==> config.mk <==
export PLATFORM = sky130hd
export DESIGN_NAME = tx_share_arbiter
export DESIGN_NICKNAME = d
export VERILOG_FILES = /design/src/rtl/tx_share_arbiter.sv
export SDC_FILE = /design/constraint.sdc
export NUM_CORES = 1
export LEC_CHECK = 0
export ABC_AREA = 1
export ABC_CLOCK_PERIOD_IN_PS = 2280
export CAP_MARGIN = 20
export CORE_UTILIZATION = 45
export DETAILED_ROUTE_END_ITERATION = 10
export HOLD_SLACK_MARGIN = 0.15
export PLACE_DENSITY = 0.84
export SYNTH_ARGS = -nofsm -noshare
export SYNTH_HDL_FRONTEND = slang
export SYNTH_SLANG_ARGS = --single-unit
==> constraint.sdc <==
create_clock -name clk -period 2.28 [get_ports clk]
set_input_delay 0.228 -clock clk [delete_from_list [all_inputs] [get_ports clk]]
set_output_delay 0.228 -clock clk [all_outputs]
set_load 0.1 [all_outputs]
==> src/rtl/tx_share_arbiter.sv <==
// Shares one 7-bit serial transmitter among NREQ level requesters, with inter-frame gap.
// Define TX_SHARE_FIXED_PRIO_EN for fixed priority (lowest index wins); default is round robin.
module tx_share_arbiter #(
  parameter int NREQ        = 4,
  parameter int STOP_CYCLES = 1
) (
  input  logic                    clk,
  input  logic                    rstn,
  input  logic [NREQ-1:0]         req,
  input  logic [7*NREQ-1:0]       req_data,
  output logic [NREQ-1:0]         ack,
  output logic                    tx_start,
  output logic [6:0]              tx_data,
  output logic                    busy,
  output logic [$clog2(NREQ)-1:0] gnt_id
);

  localparam int IDW = $clog2(NREQ);

  typedef enum logic {IDLE, FRAME} state_t;

  state_t          r_state, w_state_nxt;
  logic [4:0]      r_cnt, w_cnt_nxt;
  logic [IDW-1:0]  r_ptr, w_ptr_nxt;
  logic [IDW-1:0]  r_gnt_id, w_gnt_nxt;
  logic [NREQ-1:0] r_ack, w_ack_nxt;
  logic            r_tx_start, w_start_nxt;
  logic            r_busy, w_busy_nxt;
  logic [6:0]      r_tx_data, w_data_nxt;
  logic [IDW-1:0]  w_win;
  logic [IDW-1:0]  w_idx;
  logic            w_found;
  logic            w_grant;
  logic [6:0]      w_pay;

  // Winner selection; the round-robin search starts just after the last grant.
  always_comb begin
    w_win   = '0;
    w_idx   = '0;
    w_found = 1'b0;
`ifdef TX_SHARE_FIXED_PRIO_EN
    for (int i = NREQ - 1; i >= 0; i--) begin
      w_idx = IDW'(i);
      if (req[w_idx]) begin
        w_win   = w_idx;
        w_found = 1'b1;
      end
    end
`else
    for (int i = 1; i <= NREQ; i++) begin
      w_idx = IDW'((int'(r_ptr) + i) % NREQ);
      if (!w_found && req[w_idx]) begin
        w_win   = w_idx;
        w_found = 1'b1;
      end
    end
`endif
  end

  always_comb begin
    w_pay = '0;
    for (int i = 0; i < NREQ; i++) begin
      if (w_win == IDW'(i)) w_pay = req_data[7*i +: 7];
    end
  end

  always_comb begin
    w_state_nxt = r_state;
    w_cnt_nxt   = r_cnt;
    w_ptr_nxt   = r_ptr;
    w_gnt_nxt   = r_gnt_id;
    w_ack_nxt   = '0;
    w_start_nxt = 1'b0;
    w_data_nxt  = r_tx_data;
    w_grant     = 1'b0;
    case (r_state)
      IDLE: begin
        if (w_found) w_grant = 1'b1;
      end
      FRAME: begin
        if (r_cnt != 5'd0)  w_cnt_nxt   = r_cnt - 5'd1;
        else if (w_found)   w_grant     = 1'b1;
        else                w_state_nxt = IDLE;
      end
      default: w_state_nxt = IDLE;
    endcase
    // tx_data only moves on a grant, so it stays stable for the whole frame and gap.
    if (w_grant) begin
      w_ack_nxt   = NREQ'(1) << w_win;
      w_data_nxt  = w_pay;
      w_start_nxt = 1'b1;
      w_gnt_nxt   = w_win;
      w_ptr_nxt   = w_win;
      w_cnt_nxt   = 5'(8 + STOP_CYCLES);
      w_state_nxt = FRAME;
    end
    w_busy_nxt = (w_state_nxt == FRAME);
  end

  always_ff @(posedge clk or negedge rstn) begin
    if (!rstn) begin
      r_state    <= IDLE;
      r_cnt      <= '0;
      r_ptr      <= IDW'(NREQ - 1);
      r_gnt_id   <= '0;
      r_ack      <= '0;
      r_tx_start <= 1'b0;
      r_busy     <= 1'b0;
      r_tx_data  <= '0;
    end else begin
      r_state    <= w_state_nxt;
      r_cnt      <= w_cnt_nxt;
      r_ptr      <= w_ptr_nxt;
      r_gnt_id   <= w_gnt_nxt;
      r_ack      <= w_ack_nxt;
      r_tx_start <= w_start_nxt;
      r_busy     <= w_busy_nxt;
      r_tx_data  <= w_data_nxt;
    end
  end

  assign ack      = r_ack;
  assign tx_start = r_tx_start;
  assign tx_data  = r_tx_data;
  assign busy     = r_busy;
  assign gnt_id   = r_gnt_id;

endmodule

-- Yosys cells after proc, flatten, opt, wreduce, memory -nomap -nowiden
Cells that the tools add are included.
- bits in registers: 22
- bits of input ports: 34
- output and inout bits: 15
- logic and storage cells: 63
- $add $sub $neg: 5
- order comparisons: 4
- equal/unequal tests: 3
- shift operators: 1
- muxes and demuxes: 31
- bitwise operators: 1
- reduce and logical (&&, ||, !) cells: 11
- operators with widths (operator ; number):
    two-way mux 7 bit ; 4
    two-way mux 5 bit ; 3
    two-way mux 1 bit ; 14
    less-than comparator 2 x 3 -> 1 bit (second input constant) ; 4
    binary-select mux 1 bit (select 2 bit) ; 4
    two-way mux 2 bit ; 4
    nonzero test 5 bit ; 1
    subtractor 5 x 1 -> 5 bit (second input constant) ; 1
    adder 2 x 1 -> 2 bit (second input constant) ; 2
    adder 2 bit (second input constant) ; 2
    equality test 2 bit (second input constant) ; 2
    two-way mux 4 bit ; 1
    nonzero test 2 bit ; 2
    left shift 1 x 2 -> 4 bit (first input constant) ; 1
    logical AND 1 bit ; 3
    logical NOT 1 bit ; 3
    equality test 2 x 1 -> 1 bit (second input constant) ; 1
    logical NOT 2 bit ; 1
    one-hot mux 1 bit (2 select lines) ; 1
    AND reduction 2 bit ; 1
    NOT 1 bit ; 1

-- Longest topological paths before layout
Gate-level depths: netlist of run 1.
- word-level depth: 18
- gate-level depth with buffers: 14
- mapped depth without buffers: 14

-- Worst setup path after synthesis of run 1
OpenSTA, ideal clock, no wires.
- kind: register to register
- start: register r_ptr[0]
- end: register r_tx_data[6], in the netlist tx_data[6]
- library setup time: 0.121 ns
- arrival: 1.718 ns
- data required time: 2.159 ns
- slack: 0.442 ns
- stages on the path, launching flop included: 14
- buffers on the path: 2
- clock period less this slack: 1.838 ns
- path through: dfstp_2 -> buf_4 -> nand2_1 -> nand2_1 -> nand2_2 -> nand2_2 -> nor2_1 -> a21oi_2 -> nand3_2 -> buf_6 -> nand3_1 -> nand2_1 -> a21oi_1 -> nor2_1
- longest elaborated chain between the ends: 18
- elaborated cells between the ends (all ways): 37
- classes of those cells: add/sub: 4; eq/ne: 3; mux: 23; reduce/logical: 7
- RTL lines (element ; line ; source):
    from (decl) ; 24 ; logic [IDW-1:0] r_ptr, w_ptr_nxt;
    from (signal assigned) ; 104 ; r_ptr <= IDW'(NREQ - 1);
    from (signal assigned) ; 113 ; r_ptr <= w_ptr_nxt;
    adder 2 x 1 -> 2 bit ; 51 ; w_idx = IDW'((int'(r_ptr) + i) % NREQ);
    binary-select mux 1 bit (select 2 bit) ; 52 ; if (!w_found && req[w_idx]) begin
    two-way mux 1 bit (not written as such) ; 52 ;
    two-way mux 1 bit ; 52 ;
    logical NOT 1 bit ; 52 ;
    logical AND 1 bit ; 52 ;
    two-way mux 1 bit ; 52 ;
    logical NOT 1 bit ; 52 ;
    logical AND 1 bit ; 52 ;
    two-way mux 1 bit ; 52 ;
    logical NOT 1 bit ; 52 ;
    logical AND 1 bit ; 52 ;
    two-way mux 2 bit ; 52 ;
    logical NOT 2 bit ; 63 ; if (w_win == IDW'(i)) w_pay = req_data[7*i +: 7];
    two-way mux 7 bit (4 in a row) ; 63 ;
    to (signal assigned) ; 118 ; r_tx_data <= w_data_nxt;
    to (decl) ; 29 ; logic [6:0] r_tx_data, w_data_nxt;
Several ways; a longest one is shown, not always the timed one. The select of a mux whose other input is x is not followed.
A chain may end at the register's enable or synchronous reset.

-- Worst setup path after layout of run 1
- start: register r_ptr[0]
- end: register r_tx_data[2], in the netlist tx_data[2]
Same word-level chain as after synthesis.

==> flow_summary.json, run 1 <==
{
  "finalClockSkew_ns": 0.005342,
  "cts_root_buf": "clkbuf_4",
  "hold_viol": 0,
  "clockBufferDepth": 2,
  "synthTopCellsByArea": "dfrtp_1, nand2_1, nand3_1, nor2_1, inv_1",
  "cap_violations": 0,
  "reg2regPathDepth": 13,
  "tritoncts": "built",
  "die_area_um2": 3362,
  "r2r_start": "r_ptr[0]",
  "grt_usage": 0.2148,
  "cts_hold_buf": 0,
  "grt-ovfl-total": 0,
  "grt_pass1_wl_mm": 5.547,
  "ys_seq_area_frac": 0.3922,
  "rows": 19,
  "syn_area_um2": 1410,
  "ys_ff_latch": 22,
  "dr.pass1.iters": 7,
  "start_util": 0.4943,
  "drt-wirelength-per-cell_um": 11.43,
  "drt-total-wl_mm": 3.280,
  "final_common_cell": "nand2_1",
  "synth_cell_type_count": 25,
  "diodes": 0,
  "vias": 1441,
  "final_cell_mix": "nand2_1, clkdlybuf4s50_1, nor2_1, nand3_1, buf_4",
  "r2r_end": "tx_data[2]",
  "max_stage_delay_ns": 0.60,
  "nNetsFinal": 293,
  "drive_above_1_share": 0.1875,
  "die_h_um": 57.98,
  "numPortBuffers": 48,
  "path_common_cell": "nand2_1",
  "path_class": "reg2reg",
  "status": "complete, but fails checks",
  "ys_warn_count": 0,
  "rsz0062_at_grt": "no",
  "final_min_period_over_clock_period": 0.8797,
  "die_w_um": 57.98,
  "post_synth.cell_area_avg_um2": 6.981,
  "synthCells": 202,
  "ant_nets": 0,
  "crit_path_top_delay_cell": "dfstp_2",
  "path_max_fanout": 23,
  "hold_class": "in2async",
  "setup_tns_ns": 0,
  "fillers": 242,
  "setup_viol": 0,
  "period_minus_slack_ns": 2.006,
  "failed_checks": "design-rule violations",
  "end_kind": "flip-flop",
  "place.gp.congestion": 0.8534,
  "start_kind": "flip-flop",
  "syn_to_final_growth_pct": 38.24,
  "htree_levels": 1,
  "vias_per_cell": 5.021,
  "syn_nets": 238,
  "clock_latency_ns": 0.31,
  "drtIter0Drc": 74,
  "clk_pin_slew_worst_paths_ns": 0.12,
  "r2r_slack_ns": 0.27,
  "synth_top_cell_by_area": "dfrtp_1",
  "core_um2": 2853,
  "slew_headroom": 0.5912,
  "required_ns": 2.49,
  "slew_viol_final": 0,
  "numCtsBuffers": 3,
  "grt_pass1_vias": 1275,
  "route.detailed.drc": 2,
  "fmax_ghz": 0.4986,
  "dp_hpwl_mm": 2.544,
  "grt_antenna_before_repair": 0,
  "grt_max_degree": 24,
  "synth.top_cell.area_share": 0.3549,
  "cp_data_arrival_time_ns": 2.22,
  "top_level_ports": 49,
  "worst_slew_pin_slew_ns": 0.6113,
  "worstPathCellList": "buf_4 > nand2_1 > nand2_1 > nand2_2 > nand2_2 > nor2_1 > a21oi_2 > nand3_2 > buf_12 > nand3_1 > nand2_1 > a21oi_1 > nor2_1",
  "clock-sinks": 22
}
worst max-delay path by stage:
stage | startpoint | endpoint | depth (start not counted)
final | r_ptr[0] | tx_data[2] | 13
after global routing | r_ptr[0] | tx_data[0] | 14
after CTS | r_ptr[0] | tx_data[6] | 13
after detailed placement | req[0] | tx_data[6] | 13
after global placement | req[0] | tx_data[4] | 13
after floorplan | r_ptr[0] | tx_data[6] | 13
synthesized netlist by cell type (all sizes together):
master  instances
o21ai          15
ha              2
a21oi           7
nor2           25
dfstp           2
nand3          23
buf             6
o22ai           1
nand4           6
nand2          68
inv            24
xnor2           1
dfrtp          20
nor3            2
final cells by class:
type / count / area, um^2 / share of cell area
tap: 31 / 38.79 / 0.01990
timing repair buffer: 56 / 515.5 / 0.2644
inverter: 24 / 90.09 / 0.04621
multi-input combinational: 150 / 715.7 / 0.3671
clock buffer: 4 / 36.28 / 0.01861
sequential: 22 / 553.0 / 0.2837
state kept, by name, indices dropped and copies added, names as in the netlist:
name / flops
ack: 4
busy: 1
gnt_id: 2
r_cnt: 5
r_ptr: 2
tx_data: 7
tx_start: 1
per-layer routing:
layer | vias up | global-route usage | share of wire
met5 | - | 0 | 0
met4 | 0 | 0.04082 | 0.0064
met3 | 4 | 0.04688 | 0.061
met2 | 48 | 0.3498 | 0.46
met1 | 633 | 0.2978 | 0.47
li1 | 756 | - | -
repair_timing:
action                                  in CTS  in global routing
resized for setup                            0                  1
endpoints found under the setup margin       0                  4
buffers inserted                             0                  3
per-stage QoR:
stage / instances / area, um^2 / hold slack, ns / utilization / worst slack, ns
after floorplan: 202 / 1410 / -0.06759 / - / 0.4415
after global placement: 280 / 1888 / 0.4803 / 0.6618 / 0.2170
after detailed placement: 280 / 1888 / 0.4820 / 0.6618 / 0.2182
after CTS: 284 / 1924 / 0.2974 / 0.6746 / 0.2021
after global routing: 287 / 1949 / 0.3281 / 0.6833 / 0.03437
final: 287 / 1949 / 0.2909 / 0.6833 / 0.2742
worst max-delay path, delay by kind of cell, from the launching register on:
family	cells	cell delay (ns)
compound gates	2	0.32
buf+inv	2	0.32
flops	1	0.60
simple gates	9	0.69
cell families (layout without fill, tap and decap cells):
group / Yosys count / after routing / synth area share
flip-flops: 22 / 22 / 0.3922
adder cells (fa/ha/maj): 2 / 2 / 0.01774
XOR/XNOR: 1 / 1 / 0.006212
AND/OR/NAND/NOR: 124 / 124 / 0.3887
AO/OA/AOI/OAI: 23 / 23 / 0.09318
buffers and inverters: 30 / 84 / 0.1020
Power of run 1 is not shown: default switching activity piles up to over one toggle a cycle in this logic, so the estimate is an artifact.
==> run 2: changes to the inputs <==
Settings changed: PLACE_DENSITY 0.84 to 0.76, SETUP_SLACK_MARGIN set to 0.15.
==> run 2 against run 1 <==
Net effect:
- the run still ends with design-rule violations left
- first-iteration DRC count fell by 11%
- critical path depth increased by 1
- fmax decreased by 1.2%
- design area is 7.3% higher
- hold slack worse by 0.016 ns
- clock skew increased by 0.0031 ns
- setup slack lost 0.025 ns
- final cell count rose by 1.7%
- utilization grew 5.0 points
- critical endpoint is now tx_data[1]
- largest cell class unchanged
==> flow_summary.json, run 2 (synthesis results as in run 1) <==
{
  "status": "complete, but fails checks",
  "failed_checks": "design-rule violations",
  "layout.cells.non_filler": 292,
  "finalClockSkew_ns": 0.008453,
  "period_minus_slack_ns": 2.031,
  "drtIter0Drc": 66,
  "dr.pass1.iters": 7,
  "cts_root_buf": "clkbuf_4",
  "vias_per_cell": 5.089,
  "path_max_fanout": 6,
  "cts_hold_buf": 0,
  "grt_pass1_wl_mm": 5.533,
  "grt-ovfl-total": 0,
  "clk_pin_slew_worst_paths_ns": 0.12,
  "place.gp.congestion": 0.8125,
  "htree_levels": 1,
  "slew_headroom": 0.5915,
  "route.detailed.drc": 4,
  "nNetsFinal": 298,
  "hold_viol": 0,
  "path_class": "reg2reg",
  "cap_violations": 0,
  "fmax_ghz": 0.4923,
  "r2r_start": "r_ptr[0]",
  "grt_pass1_vias": 1276,
  "clock_latency_ns": 0.32,
  "vias": 1486,
  "drt-total-wl_mm": 3.485,
  "grt_usage": 0.2142,
  "tritoncts": "built",
  "cp_data_arrival_time_ns": 2.29,
  "clock-sinks": 22,
  "die_w_um": 57.98,
  "start_util": 0.4943,
  "numCtsBuffers": 3,
  "hold_class": "in2async",
  "final_common_cell": "nand2_1",
  "worst_slew_pin_slew_ns": 0.6109,
  "grt_max_degree": 20,
  "rsz0062_at_grt": "yes",
  "diodes": 0,
  "slew_viol_final": 0,
  "end_kind": "flip-flop",
  "drive_above_1_share": 0.2452,
  "rows": 19,
  "dp_hpwl_mm": 2.558,
  "die_h_um": 57.98,
  "clockBufferDepth": 2,
  "ant_nets": 0,
  "core_um2": 2853,
  "final_cell_mix": "nand2_1, clkdlybuf4s50_1, buf_4, nor2_1, nand3_1",
  "setup_viol": 0,
  "final_min_period_over_clock_period": 0.8909,
  "crit_path_start": "r_ptr[0]",
  "drt-wirelength-per-cell_um": 11.93,
  "top_level_ports": 49,
  "numPortBuffers": 48,
  "required_ns": 2.54,
  "grt_antenna_before_repair": 0,
  "start_kind": "flip-flop",
  "setup_tns_ns": 0,
  "dp_cells": 282,
  "syn_to_final_growth_pct": 48.27,
  "largest_register_ffs": 7,
  "die_area_um2": 3362
}
run 2: critical path, stage by stage (launching register included):
cell and delay [ns]:
dfstp_2 0.61, buf_12 0.12, nand2_1 0.06, nand2_2 0.09, nand2_2 0.08, nand2_4 0.10, nor2_1 0.08, a21oi_4 0.17
nand3_4 0.13, buf_4 0.16, nor2_1 0.11, nand2_1 0.07, nand4_1 0.08, nand2_1 0.05, nand2_1 0.05
run 2: layout make-up:
cell class / count / area [um^2]
Fill cell: 229 / 762.0
Timing Repair Buffer: 61 / 564.3
Multi-Input combinational cell: 150 / 787.0
Clock buffer: 3 / 22.52
Inverter: 24 / 95.09
Clock inverter: 1 / 30.03
Tap cell: 31 / 38.79
Sequential cell: 22 / 553.0
run 2: per-layer routing:
metal / vias up / track usage / part of all wire
li1: 765 / - / -
met1: 653 / 0.2773 / 0.44
met2: 59 / 0.3498 / 0.47
met3: 9 / 0.04911 / 0.065
met4: 0 / 0.08163 / 0.028
met5: - / 0 / 0
run 2: per-stage QoR:
stage	cell area, um^2	utilization	setup slack [ns]	hold slack, ns
3_3_place_gp	1891	0.6627	0.08910	0.4772
2_1_floorplan	1410	-	0.4415	-0.06759
6_report	2091	0.7329	0.2488	0.2745
4_1_cts	1971	0.6908	0.1640	0.3035
3_5_place_dp	1891	0.6627	0.06716	0.4778
5_1_grt	2091	0.7329	0.1271	0.3235
run 2: final timing paths:
| check | to | slack (ns) | depth (start not counted) |
|---|---|---|---|
| setup / recovery | tx_data[1] | 0.25 | 14 |
| hold reg to reg | r_cnt[3] | 0.50 | 1 |
| hold / removal | busy | 0.27 | 1 |
| min in group clk | r_cnt[3] | 0.50 | 1 |
| setup reg to reg | tx_data[1] | 0.25 | 14 |
| max in group asynchronous | tx_data[0] | 1.45 | 2 |
run 2: what timing repair did:
action / in CTS / in global routing
pin swaps: 0 / 4
endpoints found under the setup margin: 7 / 13
buffers inserted: 2 / 4
gates cloned: 0 / 0
resized for setup: 0 / 28
Power of run 2 is left out for the same reason.
